## src/rtl/pulse_width_meter.sv

```systemverilog
// pulse_width_meter: measures the high and low phases of a synchronized signal
// in clk2 cycles, using the single-cycle edge pulses from the upstream edge
// detector. Completed phases are queued in a small FIFO and presented on a
// valid/ready interface. Sticky flags report dropped records and bad edges.
module pulse_width_meter #(
    parameter int W     = 16,
    parameter int DEPTH = 4
) (
    input  logic         clk2,
    input  logic         rstn,
    input  logic         sig2_pos,
    input  logic         sig2_neg,
    input  logic         clr,
    input  logic         m_ready,
    output logic         m_valid,
    output logic         m_level,
    output logic [W-1:0] m_width,
    output logic         m_sat,
    output logic         ovf,
    output logic         err
);

    localparam int AW = $clog2(DEPTH);
    localparam int RW = W + 2;

    localparam logic [1:0] ST_IDLE = 2'd0;
    localparam logic [1:0] ST_HIGH = 2'd1;
    localparam logic [1:0] ST_LOW  = 2'd2;

    localparam logic [W-1:0]  CNT_MAX = '1;
    localparam logic [W-1:0]  CNT_ONE = W'(1);
    localparam logic [AW:0]   PTR_ONE = (AW + 1)'(1);

    logic [1:0]    state, state_nxt;
    logic [W-1:0]  cnt, cnt_nxt, cnt_step;
    logic          sat, sat_nxt, sat_step;
    logic          push, proto_err;
    logic [RW-1:0] push_rec;

    logic [RW-1:0] mem [DEPTH];
    logic [AW:0]   wr_ptr, rd_ptr;
    logic          full, empty, pop, wr_en, drop;
    logic [RW-1:0] head;

    // A running phase holds at the top count and remembers that it clipped.
    assign cnt_step = (cnt == CNT_MAX) ? cnt : cnt + CNT_ONE;
    assign sat_step = sat | (cnt == CNT_MAX);

    // The record describes the phase that the current edge is closing.
    assign push_rec = {(state == ST_HIGH), cnt, sat};

    // Phase tracker: decides the next level, count and whether to emit a record.
    always_comb begin
        state_nxt = state;
        cnt_nxt   = cnt;
        sat_nxt   = sat;
        push      = 1'b0;
        proto_err = 1'b0;
        case (state)
            ST_IDLE: begin
                if (sig2_pos && sig2_neg) begin
                    proto_err = 1'b1;
                end else if (sig2_pos) begin
                    state_nxt = ST_HIGH;
                    cnt_nxt   = CNT_ONE;
                    sat_nxt   = 1'b0;
                end else if (sig2_neg) begin
                    state_nxt = ST_LOW;
                    cnt_nxt   = CNT_ONE;
                    sat_nxt   = 1'b0;
                end
            end
            ST_HIGH: begin
                if (sig2_pos && sig2_neg) begin
                    proto_err = 1'b1;
                    cnt_nxt   = cnt_step;
                    sat_nxt   = sat_step;
                end else if (sig2_pos) begin
                    proto_err = 1'b1;
                    cnt_nxt   = CNT_ONE;
                    sat_nxt   = 1'b0;
                end else if (sig2_neg) begin
                    push      = 1'b1;
                    state_nxt = ST_LOW;
                    cnt_nxt   = CNT_ONE;
                    sat_nxt   = 1'b0;
                end else begin
                    cnt_nxt   = cnt_step;
                    sat_nxt   = sat_step;
                end
            end
            ST_LOW: begin
                if (sig2_pos && sig2_neg) begin
                    proto_err = 1'b1;
                    cnt_nxt   = cnt_step;
                    sat_nxt   = sat_step;
                end else if (sig2_neg) begin
                    proto_err = 1'b1;
                    cnt_nxt   = CNT_ONE;
                    sat_nxt   = 1'b0;
                end else if (sig2_pos) begin
                    push      = 1'b1;
                    state_nxt = ST_HIGH;
                    cnt_nxt   = CNT_ONE;
                    sat_nxt   = 1'b0;
                end else begin
                    cnt_nxt   = cnt_step;
                    sat_nxt   = sat_step;
                end
            end
            default: begin
                state_nxt = ST_IDLE;
                cnt_nxt   = '0;
                sat_nxt   = 1'b0;
            end
        endcase
    end

    // Phase tracker registers; reset forgets any partially measured phase.
    always_ff @(posedge clk2 or negedge rstn) begin
        if (!rstn) begin
            state <= ST_IDLE;
            cnt   <= '0;
            sat   <= 1'b0;
        end else begin
            state <= state_nxt;
            cnt   <= cnt_nxt;
            sat   <= sat_nxt;
        end
    end

    assign full  = (wr_ptr[AW] != rd_ptr[AW]) && (wr_ptr[AW-1:0] == rd_ptr[AW-1:0]);
    assign empty = (wr_ptr == rd_ptr);
    assign pop   = !empty && m_ready;
    assign wr_en = push && (!full || pop);
    assign drop  = push && full && !pop;

    // Record storage; a write into a full FIFO reuses the slot being popped.
    always_ff @(posedge clk2) begin
        if (wr_en) begin
            mem[wr_ptr[AW-1:0]] <= push_rec;
        end
    end

    // FIFO pointers with an extra wrap bit to tell full from empty.
    always_ff @(posedge clk2 or negedge rstn) begin
        if (!rstn) begin
            wr_ptr <= '0;
            rd_ptr <= '0;
        end else begin
            if (wr_en) begin
                wr_ptr <= wr_ptr + PTR_ONE;
            end
            if (pop) begin
                rd_ptr <= rd_ptr + PTR_ONE;
            end
        end
    end

    // Sticky flags: a new event in the same cycle as clr keeps the flag set.
    always_ff @(posedge clk2 or negedge rstn) begin
        if (!rstn) begin
            ovf <= 1'b0;
            err <= 1'b0;
        end else begin
            ovf <= drop | (ovf & ~clr);
            err <= proto_err | (err & ~clr);
        end
    end

    // Head fields are forced to zero when empty so unwritten slots never leak out.
    assign head    = mem[rd_ptr[AW-1:0]];
    assign m_valid = !empty;
    assign m_level = empty ? 1'b0 : head[RW-1];
    assign m_width = empty ? '0 : head[W:1];
    assign m_sat   = empty ? 1'b0 : head[0];

endmodule
```

## config.mk

```make
export PLATFORM = sky130hd
export DESIGN_NAME = pulse_width_meter
export DESIGN_NICKNAME = d
export VERILOG_FILES = /design/src/rtl/pulse_width_meter.sv
export SDC_FILE = /design/constraint.sdc
export NUM_CORES = 1
export LEC_CHECK = 0
export BUFFER_PORTS_ARGS = -buffer_cell sky130_fd_sc_hd__buf_4
export CORE_UTILIZATION = 54
export DETAILED_ROUTE_END_ITERATION = 16
export GPL_ROUTABILITY_DRIVEN = 0
export PLACE_DENSITY_LB_ADDON = 0.08
export RECOVER_POWER = 25
export SETUP_SLACK_MARGIN = 0.2
export SLEW_MARGIN = 40
export SYNTH_ARGS = -nofsm -noshare
export SYNTH_HDL_FRONTEND = slang
export SYNTH_SLANG_ARGS = --single-unit
```

## constraint.sdc

```tcl
create_clock -name clk2 -period 2.15 [get_ports clk2]
set_clock_uncertainty 0.1 [all_clocks]
set_input_delay 0.215 -clock clk2 [delete_from_list [all_inputs] [get_ports clk2]]
set_output_delay 0.215 -clock clk2 [all_outputs]
set_load 0.005 [all_outputs]
```

==> results_dict.tcl <==
set metrics [dict create \
    cts_sinks 99 \
    synth_edf_count 72 \
    routed_wl_um 11200 \
    min_period_ns 2.30 \
    ant_nets 0 \
    viasPerCell 6.14 \
    drc_errors 0 \
    ir_worst_vdd_mv 0.680 \
    grt_pass1_wl_um 16100 \
    finalSetupTns_ns -4.41 \
    drive_above_1_share_pct 43.6 \
    clkTransAtPathRegs_ns 0.11 \
    synth_fp_nets 321 \
    synth_top_flop_cell "edfxtp_1" \
    outcome "complete, but fails checks" \
    start_util_pct 56.7 \
    fmax_ghz 0.434 \
    grt_pass1_vias 2975 \
    die_w_um 93.0 \
    die_area_um2 8650 \
    synthArstFlopShare_pct 27.3 \
    h-tree-depth 3 \
    drv_cap 0 \
    reg2reg_from "rd_ptr[0]" \
    fin_cells 510 \
    rsz0062_at_grt "yes" \
    worst-setup-path-type "reg -> out" \
    wl_met2_um 5800 \
    cts_root_buffer "clkbuf_8" \
    antenna_found_initial 0 \
    synth_area_leaders "edfxtp_1, dfrtp_1, mux4_2, and2_1, ha_1" \
    n_fill_cell 445 \
    layout_setup_ws_ns -0.155 \
    wire_per_inst_um 22.0 \
    setup_viol_count_final 54 \
    drt-met1-wl_um 4770 \
    synth_warnings 0 \
    cp-end-kind "output port" \
    yosysTopAreaCellShare_pct 48.3 \
    initialDrtViolationCount 198 \
    die_h_um 93.0 \
    slew_viol_final 0 \
    synth_common_cells "edfxtp_1, dfrtp_1, and2_1" \
    ys_seq_elements 99 \
    arrival_ns 1.99 \
    syn_to_final_growth_pct 36.2 \
    place_ws_ns 0.0853 \
    met3WireLength_um 442 \
    tightest_slew_ns 0.766 \
    cp.required_ns 1.84 \
    grt_max_degree 28 \
    multi_input_area_um2 1740 \
    relSlewSlack_pct 49.0 \
    rows 32 \
    highest_layer "met4" \
    power_density_nw_per_um2 1200 \
    yosysSeqAreaShare_pct 63.4 \
    worstRegToRegCells 8 \
    numPlacedInstances 450 \
    power_mw 7.33 \
    vias 3131 \
    leakage_nw 2.32 \
    syn_area_um2 4470 \
    violations "setup timing" \
    first_pass_iters 4 \
    startpoint_type "flop" \
    final_nets 419 \
    clk_latency_ns 0.36 \
    regArea_um2 2840 \
    ys_types 45 \
    ioPinCount 27 \
    portBuffers 26 \
    whs_path_depth 3 \
    dp_hpwl_um 5590 \
    grtUsageTotal_pct 25.3 \
    clockBufferDepth 2 \
    place_area_um2 5080 \
    antenna_cells 0 \
    yosysMostFrequentCell "edfxtp_1" \
    hold_viol_final 0 \
    cts_tree "built" \
    hold_path.class "in -> reg" \
    cp-startpoint "rd_ptr[0]" \
    yosys.area.top_type "edfxtp_1" \
    min-delay-start "m_ready" \
    syn_inst 305 \
    core_um2 7890 \
    stdcell_area_um2 6090 \
    numCtsBuffers 9 \
    period_share_pct 107 \
    avgSynthCellArea_um2 14.7 \
    cp_max_fo 7 \
    overflow 0 \
]
[registers in the layout, summed over array words and instances, names as in the netlist]
| name | cells |
|---|---|
| mem | 72 |
| err | 1 |
| rd_ptr | 3 |
| cnt | 16 |
| state | 2 |
| wr_ptr | 3 |
| sat | 1 |
| ovf | 1 |
[critical path, stage by stage (launching register included)]
cell      delay, ns
dfrtp_2        0.47
buf_6          0.14
buf_6          0.12
xnor2_4        0.18
nand3b_1       0.24
buf_6          0.23
and2_4         0.14
buf_6          0.11
[final timing paths]
check                              to  slack, ns
setup reg to reg            mem[1][9]      -0.09
setup / recovery           m_width[7]      -0.15
min in group asynchronous   rd_ptr[2]       0.35
hold reg to reg             wr_ptr[2]       0.39
hold / removal              rd_ptr[2]       0.08
max in group asynchronous    state[0]       1.06
[metal layers]
metal	up-vias	track usage [%]
met1	1606	35.2
met5	-	0
met4	0	7.82
met2	109	42.0
met3	17	3.33
li1	1399	-
[cell usage in the layout (no fill, tap or decap), drive strengths merged, types with 3 or more instances in the layout]
cell type / synthesis / final
xnor2: 6 / 6
mux4: 18 / 18
edfxtp: 72 / 72
dfrtp: 27 / 27
clkbuf: 8 / 15
nand4: 5 / 5
a31oi: 3 / 3
xor2: 3 / 3
nor2: 7 / 7
nor3: 4 / 4
ha: 10 / 10
and3: 5 / 5
nand3: 9 / 9
o21ai: 10 / 10
or4: 11 / 11
o21a: 5 / 5
a21oi: 15 / 15
or3: 2 / 3
inv: 12 / 15
and2: 22 / 22
o31ai: 5 / 5
buf: 6 / 92
nand2: 9 / 9
o2bb2ai: 4 / 4
[logic make-up (layout without fill, tap and decap cells)]
logic type	after synthesis	count (layout)	synth area share [%]
XOR/XNOR	9	9	1.76
adder cells (fa/ha/maj)	10	10	2.80
buffers and inverters	26	128	2.35
multiplexers	19	19	9.31
flip-flops	99	99	63.4
AND/OR/NAND/NOR	83	84	11.5
AO/OA/AOI/OAI	59	59	8.84
[cell type report]
class                           count  share of cell area, %
Multi-Input combinational cell    181                   28.6
Timing Repair Buffer              100                   18.9
Sequential cell                    99                   46.6
Clock inverter                      7                  0.965
Clock buffer                        9                   2.03
Tap cell                          102                   2.09
Inverter                           12                  0.822
[where the power goes]
part	leakage (nW)	internal, mW	switching [mW]
Sequential	1.05	2.24	0.150
Combinational	1.19	2.26	1.55
Clock	0.0868	0.438	0.691
[per-stage QoR]
step | hold slack [ns] | util (%)
CTS | 0.0289 | 73.7
detailed placement | 0.0635 | 64.4
global route | 0.0834 | 77.2
global placement | 0.0568 | 64.4
floorplan | -0.181 | -
finish | 0.0783 | 77.2
[timing repair]
action                                 CTS  global route
pin swaps                               27            29
hold buffers                             2             0
setup buffers                           22            10
setup endpoints to repair              100           107
gates resized for setup                 52            38
gates cloned                             6             4
endpoints found under the hold margin   29             0
(Power assumes the default switching activity.)
